$ cat config.mk
export PLATFORM = sky130hd
export DESIGN_NAME = univ_shift_reg
export DESIGN_NICKNAME = d
export VERILOG_FILES = /design/src/rtl/univ_shift_reg_pkg.sv /design/src/rtl/univ_shift_reg_shift_core.sv /design/src/rtl/univ_shift_reg.sv
export SDC_FILE = /design/constraint.sdc
export NUM_CORES = 1
export LEC_CHECK = 0
export ABC_AREA = 1
export CORE_MARGIN = 3
export CORE_UTILIZATION = 56
export CTS_CLUSTER_SIZE = 12
export DETAILED_ROUTE_END_ITERATION = 7
export HOLD_SLACK_MARGIN = 0.02
export PLACE_DENSITY = 0.91
export SLEW_MARGIN = 20
export SYNTH_ARGS = -nofsm -noshare
export SYNTH_HDL_FRONTEND = slang
export SYNTH_HIERARCHICAL = 1
export SYNTH_SLANG_ARGS = --single-unit
$ cat constraint.sdc
create_clock -name clk -period 1.9 [get_ports clk]
set_input_delay 0.38 -clock clk [delete_from_list [all_inputs] [get_ports clk]]
set_output_delay 0.38 -clock clk [all_outputs]
set_load 0.01 [all_outputs]
$ cat src/rtl/univ_shift_reg_pkg.sv
// Shared definitions for the universal shift register: operation encoding
// and default geometry.
package univ_shift_reg_pkg;

  localparam int MODE_W      = 3;
  localparam int DEF_WIDTH   = 8;
  localparam int DEF_SHAMT_W = 4;

  typedef enum logic [MODE_W-1:0] {
    MODE_HOLD = 3'd0,
    MODE_LOAD = 3'd1,
    MODE_SHL  = 3'd2,
    MODE_SHR  = 3'd3,
    MODE_ASR  = 3'd4,
    MODE_ROL  = 3'd5,
    MODE_ROR  = 3'd6,
    MODE_CLR  = 3'd7
  } mode_e;

endpackage

$ cat src/rtl/univ_shift_reg_shift_core.sv
// Combinational shift/rotate datapath: given the current register and carry,
// produces the next value for the shift and rotate modes (others hold).
module univ_shift_reg_shift_core
  import univ_shift_reg_pkg::*;
#(
  parameter int WIDTH   = DEF_WIDTH,
  parameter int SHAMT_W = DEF_SHAMT_W
) (
  input  logic [WIDTH-1:0]   i_q,
  input  logic               i_carry,
  input  mode_e              i_mode,
  input  logic [SHAMT_W-1:0] i_shamt,
  input  logic               i_sin,
  output logic [WIDTH-1:0]   o_next_q,
  output logic               o_next_carry
);

  localparam logic [SHAMT_W-1:0] W_AMT = SHAMT_W'(WIDTH);

  logic               w_over;
  logic [SHAMT_W-1:0] w_kc;
  logic [SHAMT_W-1:0] w_rot;
  logic               w_fill;
  logic [WIDTH-1:0]   w_shl_q;
  logic [WIDTH-1:0]   w_shr_q;
  logic [WIDTH-1:0]   w_rol_q;
  logic [WIDTH-1:0]   w_ror_q;
  logic               w_shl_c;
  logic               w_shr_c;

  // Amounts past WIDTH behave like WIDTH for the data, but only drop the carry
  // to zero when strictly beyond WIDTH (nothing real was shifted out last).
  assign w_over = (i_shamt > W_AMT);
  assign w_kc   = (i_shamt >= W_AMT) ? W_AMT : i_shamt;
  assign w_rot  = i_shamt % W_AMT;
  assign w_fill = (i_mode == MODE_ASR) ? i_q[WIDTH-1] : i_sin;

  assign w_shl_q = WIDTH'(({i_q, {WIDTH{w_fill}}} << w_kc) >> WIDTH);
  assign w_shl_c = 1'(({1'b0, i_q, {WIDTH{1'b0}}} << w_kc) >> (2 * WIDTH));
  assign w_shr_q = WIDTH'(({{WIDTH{w_fill}}, i_q, 1'b0} >> w_kc) >> 1);
  assign w_shr_c = 1'({i_q, 1'b0} >> w_kc);
  assign w_rol_q = WIDTH'(({i_q, i_q} << w_rot) >> WIDTH);
  assign w_ror_q = WIDTH'({i_q, i_q} >> w_rot);

  // Select the result for the active mode; a zero amount leaves everything as is.
  always_comb begin
    o_next_q     = i_q;
    o_next_carry = i_carry;
    if (i_shamt != {SHAMT_W{1'b0}}) begin
      case (i_mode)
        MODE_SHL: begin
          o_next_q     = w_shl_q;
          o_next_carry = w_over ? 1'b0 : w_shl_c;
        end
        MODE_SHR: begin
          o_next_q     = w_shr_q;
          o_next_carry = w_over ? 1'b0 : w_shr_c;
        end
        MODE_ASR: begin
          o_next_q     = w_shr_q;
          o_next_carry = w_shr_c;
        end
        MODE_ROL: begin
          o_next_q     = w_rol_q;
          o_next_carry = w_rol_q[0];
        end
        MODE_ROR: begin
          o_next_q     = w_ror_q;
          o_next_carry = w_ror_q[WIDTH-1];
        end
        default: begin
          o_next_q     = i_q;
          o_next_carry = i_carry;
        end
      endcase
    end else begin
      o_next_q     = i_q;
      o_next_carry = i_carry;
    end
  end

endmodule

$ cat src/rtl/univ_shift_reg.sv
// Universal register: parallel load, clear, shifts and rotates with enable,
// registered carry-out and a zero flag derived directly from the register.
module univ_shift_reg
  import univ_shift_reg_pkg::*;
#(
  parameter int WIDTH   = DEF_WIDTH,
  parameter int SHAMT_W = DEF_SHAMT_W
) (
  input  logic               clk,
  input  logic               reset,
  input  logic               en,
  input  logic [MODE_W-1:0]  mode,
  input  logic [SHAMT_W-1:0] shamt,
  input  logic [WIDTH-1:0]   d,
  input  logic               sin,
  output logic [WIDTH-1:0]   q,
  output logic               carry,
  output logic               zero
);

  logic [WIDTH-1:0] r_q;
  logic             r_carry;
  mode_e            w_mode;
  logic [WIDTH-1:0] w_core_q;
  logic             w_core_carry;
  logic [WIDTH-1:0] w_next_q;
  logic             w_next_carry;

  assign w_mode = mode_e'(mode);

  univ_shift_reg_shift_core #(
    .WIDTH   (WIDTH),
    .SHAMT_W (SHAMT_W)
  ) u_core (
    .i_q          (r_q),
    .i_carry      (r_carry),
    .i_mode       (w_mode),
    .i_shamt      (shamt),
    .i_sin        (sin),
    .o_next_q     (w_core_q),
    .o_next_carry (w_core_carry)
  );

  // Load and clear bypass the shifter; everything else comes from the core.
  always_comb begin
    w_next_q     = w_core_q;
    w_next_carry = w_core_carry;
    case (w_mode)
      MODE_LOAD: begin
        w_next_q     = d;
        w_next_carry = r_carry;
      end
      MODE_CLR: begin
        w_next_q     = {WIDTH{1'b0}};
        w_next_carry = 1'b0;
      end
      default: begin
        w_next_q     = w_core_q;
        w_next_carry = w_core_carry;
      end
    endcase
  end

  // State register with asynchronous clear and enable gating.
  always_ff @(posedge clk or negedge reset) begin
    if (!reset) begin
      r_q     <= {WIDTH{1'b0}};
      r_carry <= 1'b0;
    end else if (en) begin
      r_q     <= w_next_q;
      r_carry <= w_next_carry;
    end else begin
      r_q     <= r_q;
      r_carry <= r_carry;
    end
  end

  assign q     = r_q;
  assign carry = r_carry;
  assign zero  = (r_q == {WIDTH{1'b0}});

endmodule

==> metrics <==
adder-cell share of the synthesized area 0; maximum number of pins on one net before global-route repair 22; post-route minimum period approximately 1900 ps; register bit total from synthesis 9; Data arrival, critical path a little over 2000 ps; area of the mapped netlist 1990 µm²; layout-stage area growth over the synthesis result 39.0%; later-pin clock latency in the skew report between 200 and 300 ps; global routing usage summed across all routing layers 0.392; net count of the finished layout 476; remaining routing DRC violations 13; vias after detailed routing ~3300; compound-cell area share of the yosys netlist 0.0825; first-pass GRT wire length 13300 µm; start-to-end type of the worst setup path primary input to flop; share of the clock period used by the worst path after layout 0.989; worst reg2reg startpoint q[3]; number of antenna violations at the first check in global routing 0; leakage component of the power between 0.001 and 0.0015 µW; outcome finished, violations left; pwr dens roughly 540 nW/µm²; cell family with most CP delay simple AND/OR/NAND/NOR gates; CP max stage cell dlygate4sd2_1; routed vias/inst between 6 and 7; clock tree buffer depth 2; cell type with the highest occurrence count on the critical path nand2_1; root buffer cell clkbuf_4; area of the core between 3000 and 4000 µm²; Max-Slew Margin vs Limit 0.721; number of hold buffers added after cts 0; clock network fraction of design power 0.101; critical path, cell by cell dlygate4sd2_1 > buf_6 > buf_4 > nor2_2 > and3_4 > nor2_4 > o21ai_0 > nand4_1 > nand3_1 > nand2_2 > nand2_1 > nand2_1; Syn Nets between 400 and 500; HPWL after detailed placement 5860 µm; required time of the critical path 2040 ps; Fillers 240; placed cell areas between 2000 and 3000 µm²; Setup WS pre-CTS -444 ps; clock transition at the register clock pins on the worst setup and hold paths after CTS about 60 ps; final-report max-slew violation count 0; clock tree from TritonCTS done; max-cap viol count 0; part of the power in combinational logic 0.710; Horiz. Die Dim roughly 66 µm; buffer and inverter count on the worst path 3; chip height roughly 66 µm; combinational family with the most area after synthesis simple AND/OR/NAND/NOR gates; Clock Sinks 9; Remaining Overflow, GRT 0; Setup crit end kind flop; number of clock buffers inserted by TritonCTS 3; Post-Synth XOR/XNOR Area 0; share of post-route cells with drive strength above 1 0.213; Die Footprint roughly 4300 µm²; unique cell type count in the Yosys netlist 26; effective utilization at floorplan 0.586; Clock Skews approximately 3.2 ps; source of the critical timing path shamt[3]; H-tree levels 1; relative contribution of sequential cells to total power 0.188; mean instance size in the synthesized netlist 5.07 µm²; post-layout instance area between 2000 and 3000 µm²; smallest setup slack after layout 20.5 ps; Synth warnings 6; number of nets with antenna violations after routing 0; switching power summed over all nets roughly 760 µW; Avg WL per Cell about 18 µm; failing checks DRC; first-pass iteration count of the detailed router 8; maximum vdd ir drop just under 0.5 mV; area fraction in and, or, nand and nor cells after synthesis 0.696; post-synthesis instance total approximately 390; final setup violation count 0; number of buffers added on ports 28; final number of hold-violating endpoints 0; global placer's final weighted congestion roughly 1.1; Critical Path Fanout Max 6; share of synthesized area occupied by flip-flops and latches 0.113; share of synthesized area spent on multiplexers 0; placed cell count a little under 500; highest clock frequency the design can meet around 530 MHz; switching part of the total power 0.508; internal power consumption approximately 740 µW; via count of the first global-routing pass 2887; ports placed on the boundary 29; number of rows in the core area 21; actual slew at the worst max-slew pin approximately 420 ps; Hold WS 414 ps; Routed Wire Length about 8900 µm; HP Class primary input to asynchronous set/reset pin; Ant. Diodes 0; drt initial violations between 800 and 900; startpoint class of the critical path primary input; Largest stage delay, worst path about 280 ps; final instance count without filler cells 502
power by group through the flow:
stage | logic (µW) | registers, µW | clock network (µW)
finish | 1070 | 283 | 152
global route | 1130 | 285 | 156
CTS | 924 | 289 | 150
detailed placement | 843 | 317 | 0
global placement | 821 | 318 | 0
floorplan | 519 | 295 | 0
what timing repair did:
| item | CTS | global route |
|---|---|---|
| pin swaps | 2 | 17 |
| cloned | 1 | 0 |
| endpoints found under the hold margin | 0 | 0 |
| endpoints found under the setup margin | 11 | 10 |
| setup buffers | 6 | 5 |
| resized for setup | 18 | 37 |
cell families after synthesis:
group,Yosys count
buf+inv,48
flops,9
simple gates,307
compound gates,28
synthesized netlist by cell type:
| library cell | instances | share of area |
|---|---|---|
| a21oi_1 | 4 | 0.010 |
| nand3_1 | 103 | 0.26 |
| nor2_4 | 1 | 0.0057 |
| clkbuf_8 | 1 | 0.0069 |
| clkbuf_1 | 2 | 0.0038 |
| buf_1 | 1 | 0.0019 |
| o21ai_0 | 10 | 0.025 |
| nor2_2 | 3 | 0.0094 |
| and3_1 | 1 | 0.0032 |
| nor2_1 | 14 | 0.026 |
| a31oi_1 | 4 | 0.013 |
| buf_6 | 1 | 0.0057 |
| or2_1 | 1 | 0.0032 |
| o22ai_1 | 3 | 0.0094 |
| nand2_1 | 163 | 0.31 |
| nand4_1 | 17 | 0.054 |
| o211ai_1 | 4 | 0.015 |
| buf_4 | 2 | 0.0076 |
| inv_1 | 28 | 0.053 |
| nor3_2 | 2 | 0.010 |
| dfrtp_1 | 9 | 0.11 |
| buf_2 | 7 | 0.018 |
| o21ai_1 | 1 | 0.0025 |
| inv_2 | 6 | 0.011 |
| nand3_4 | 2 | 0.018 |
| o21a_1 | 2 | 0.0076 |
metrics by stage:
step                      utilization  TNS [ps]  total power, µW
after floorplan                     -         0              814
after global placement          0.739     -2880             1140
after detailed placement        0.739     -3270             1160
after CTS                       0.773     -73.6             1360
after global routing            0.815     -22.3             1580
final                           0.815         0             1500
flip-flops by register name (all words and copies together) (netlist names):
register	count
carry	1
q	8
final cells by class:
cell class	count	area, µm²	share of cell area
Tap cell	46	57.6	0.0208
Multi-Input combinational cell	336	1660	0.600
Inverter	34	128	0.0462
Sequential cell	9	235	0.0851
Clock buffer	4	26.3	0.00951
Timing Repair Buffer	73	659	0.239
layer usage:
metal	share of wire	GRT usage	vias up	routed length, µm
met1	0.33	0.487	1409	2950
li1	-	-	1461	-
met3	0.15	0.0479	103	1300
met5	0	0	-	0
met4	0.078	0.184	0	689
met2	0.44	0.670	358	3940
cells in the final DEF (no fill, tap or decap), types with 3 or more instances in the layout:
cell             instances
a31oi_1                  3
o21ai_1                  3
nand2_1                151
nor2_1                  13
clkdlybuf4s50_1         20
nand4_1                 17
clkbuf_4                 3
nand2_2                 10
o211ai_1                 4
nor2_2                   3
buf_4                   41
dlymetal6s2s_1           6
nand3_4                  3
dfrtp_2                  8
o21ai_0                  6
inv_1                   24
inv_2                   10
o22ai_1                  3
nor2_4                   3
a21oi_1                  4
nand3_1                100
final timing paths:
path / endpoint / slack (ps) / cells after the start
worst max-delay path: q[4] / 20 / 12
worst min-delay path: q[7] / 410 / 1
worst max register to register: q[4] / 40 / 14
worst min register to register: carry / 560 / 2
max in group asynchronous: q[6] / 1170 / 1
min in group clk: carry / 560 / 2
Note: power is estimated with default switching activity, not from simulation.
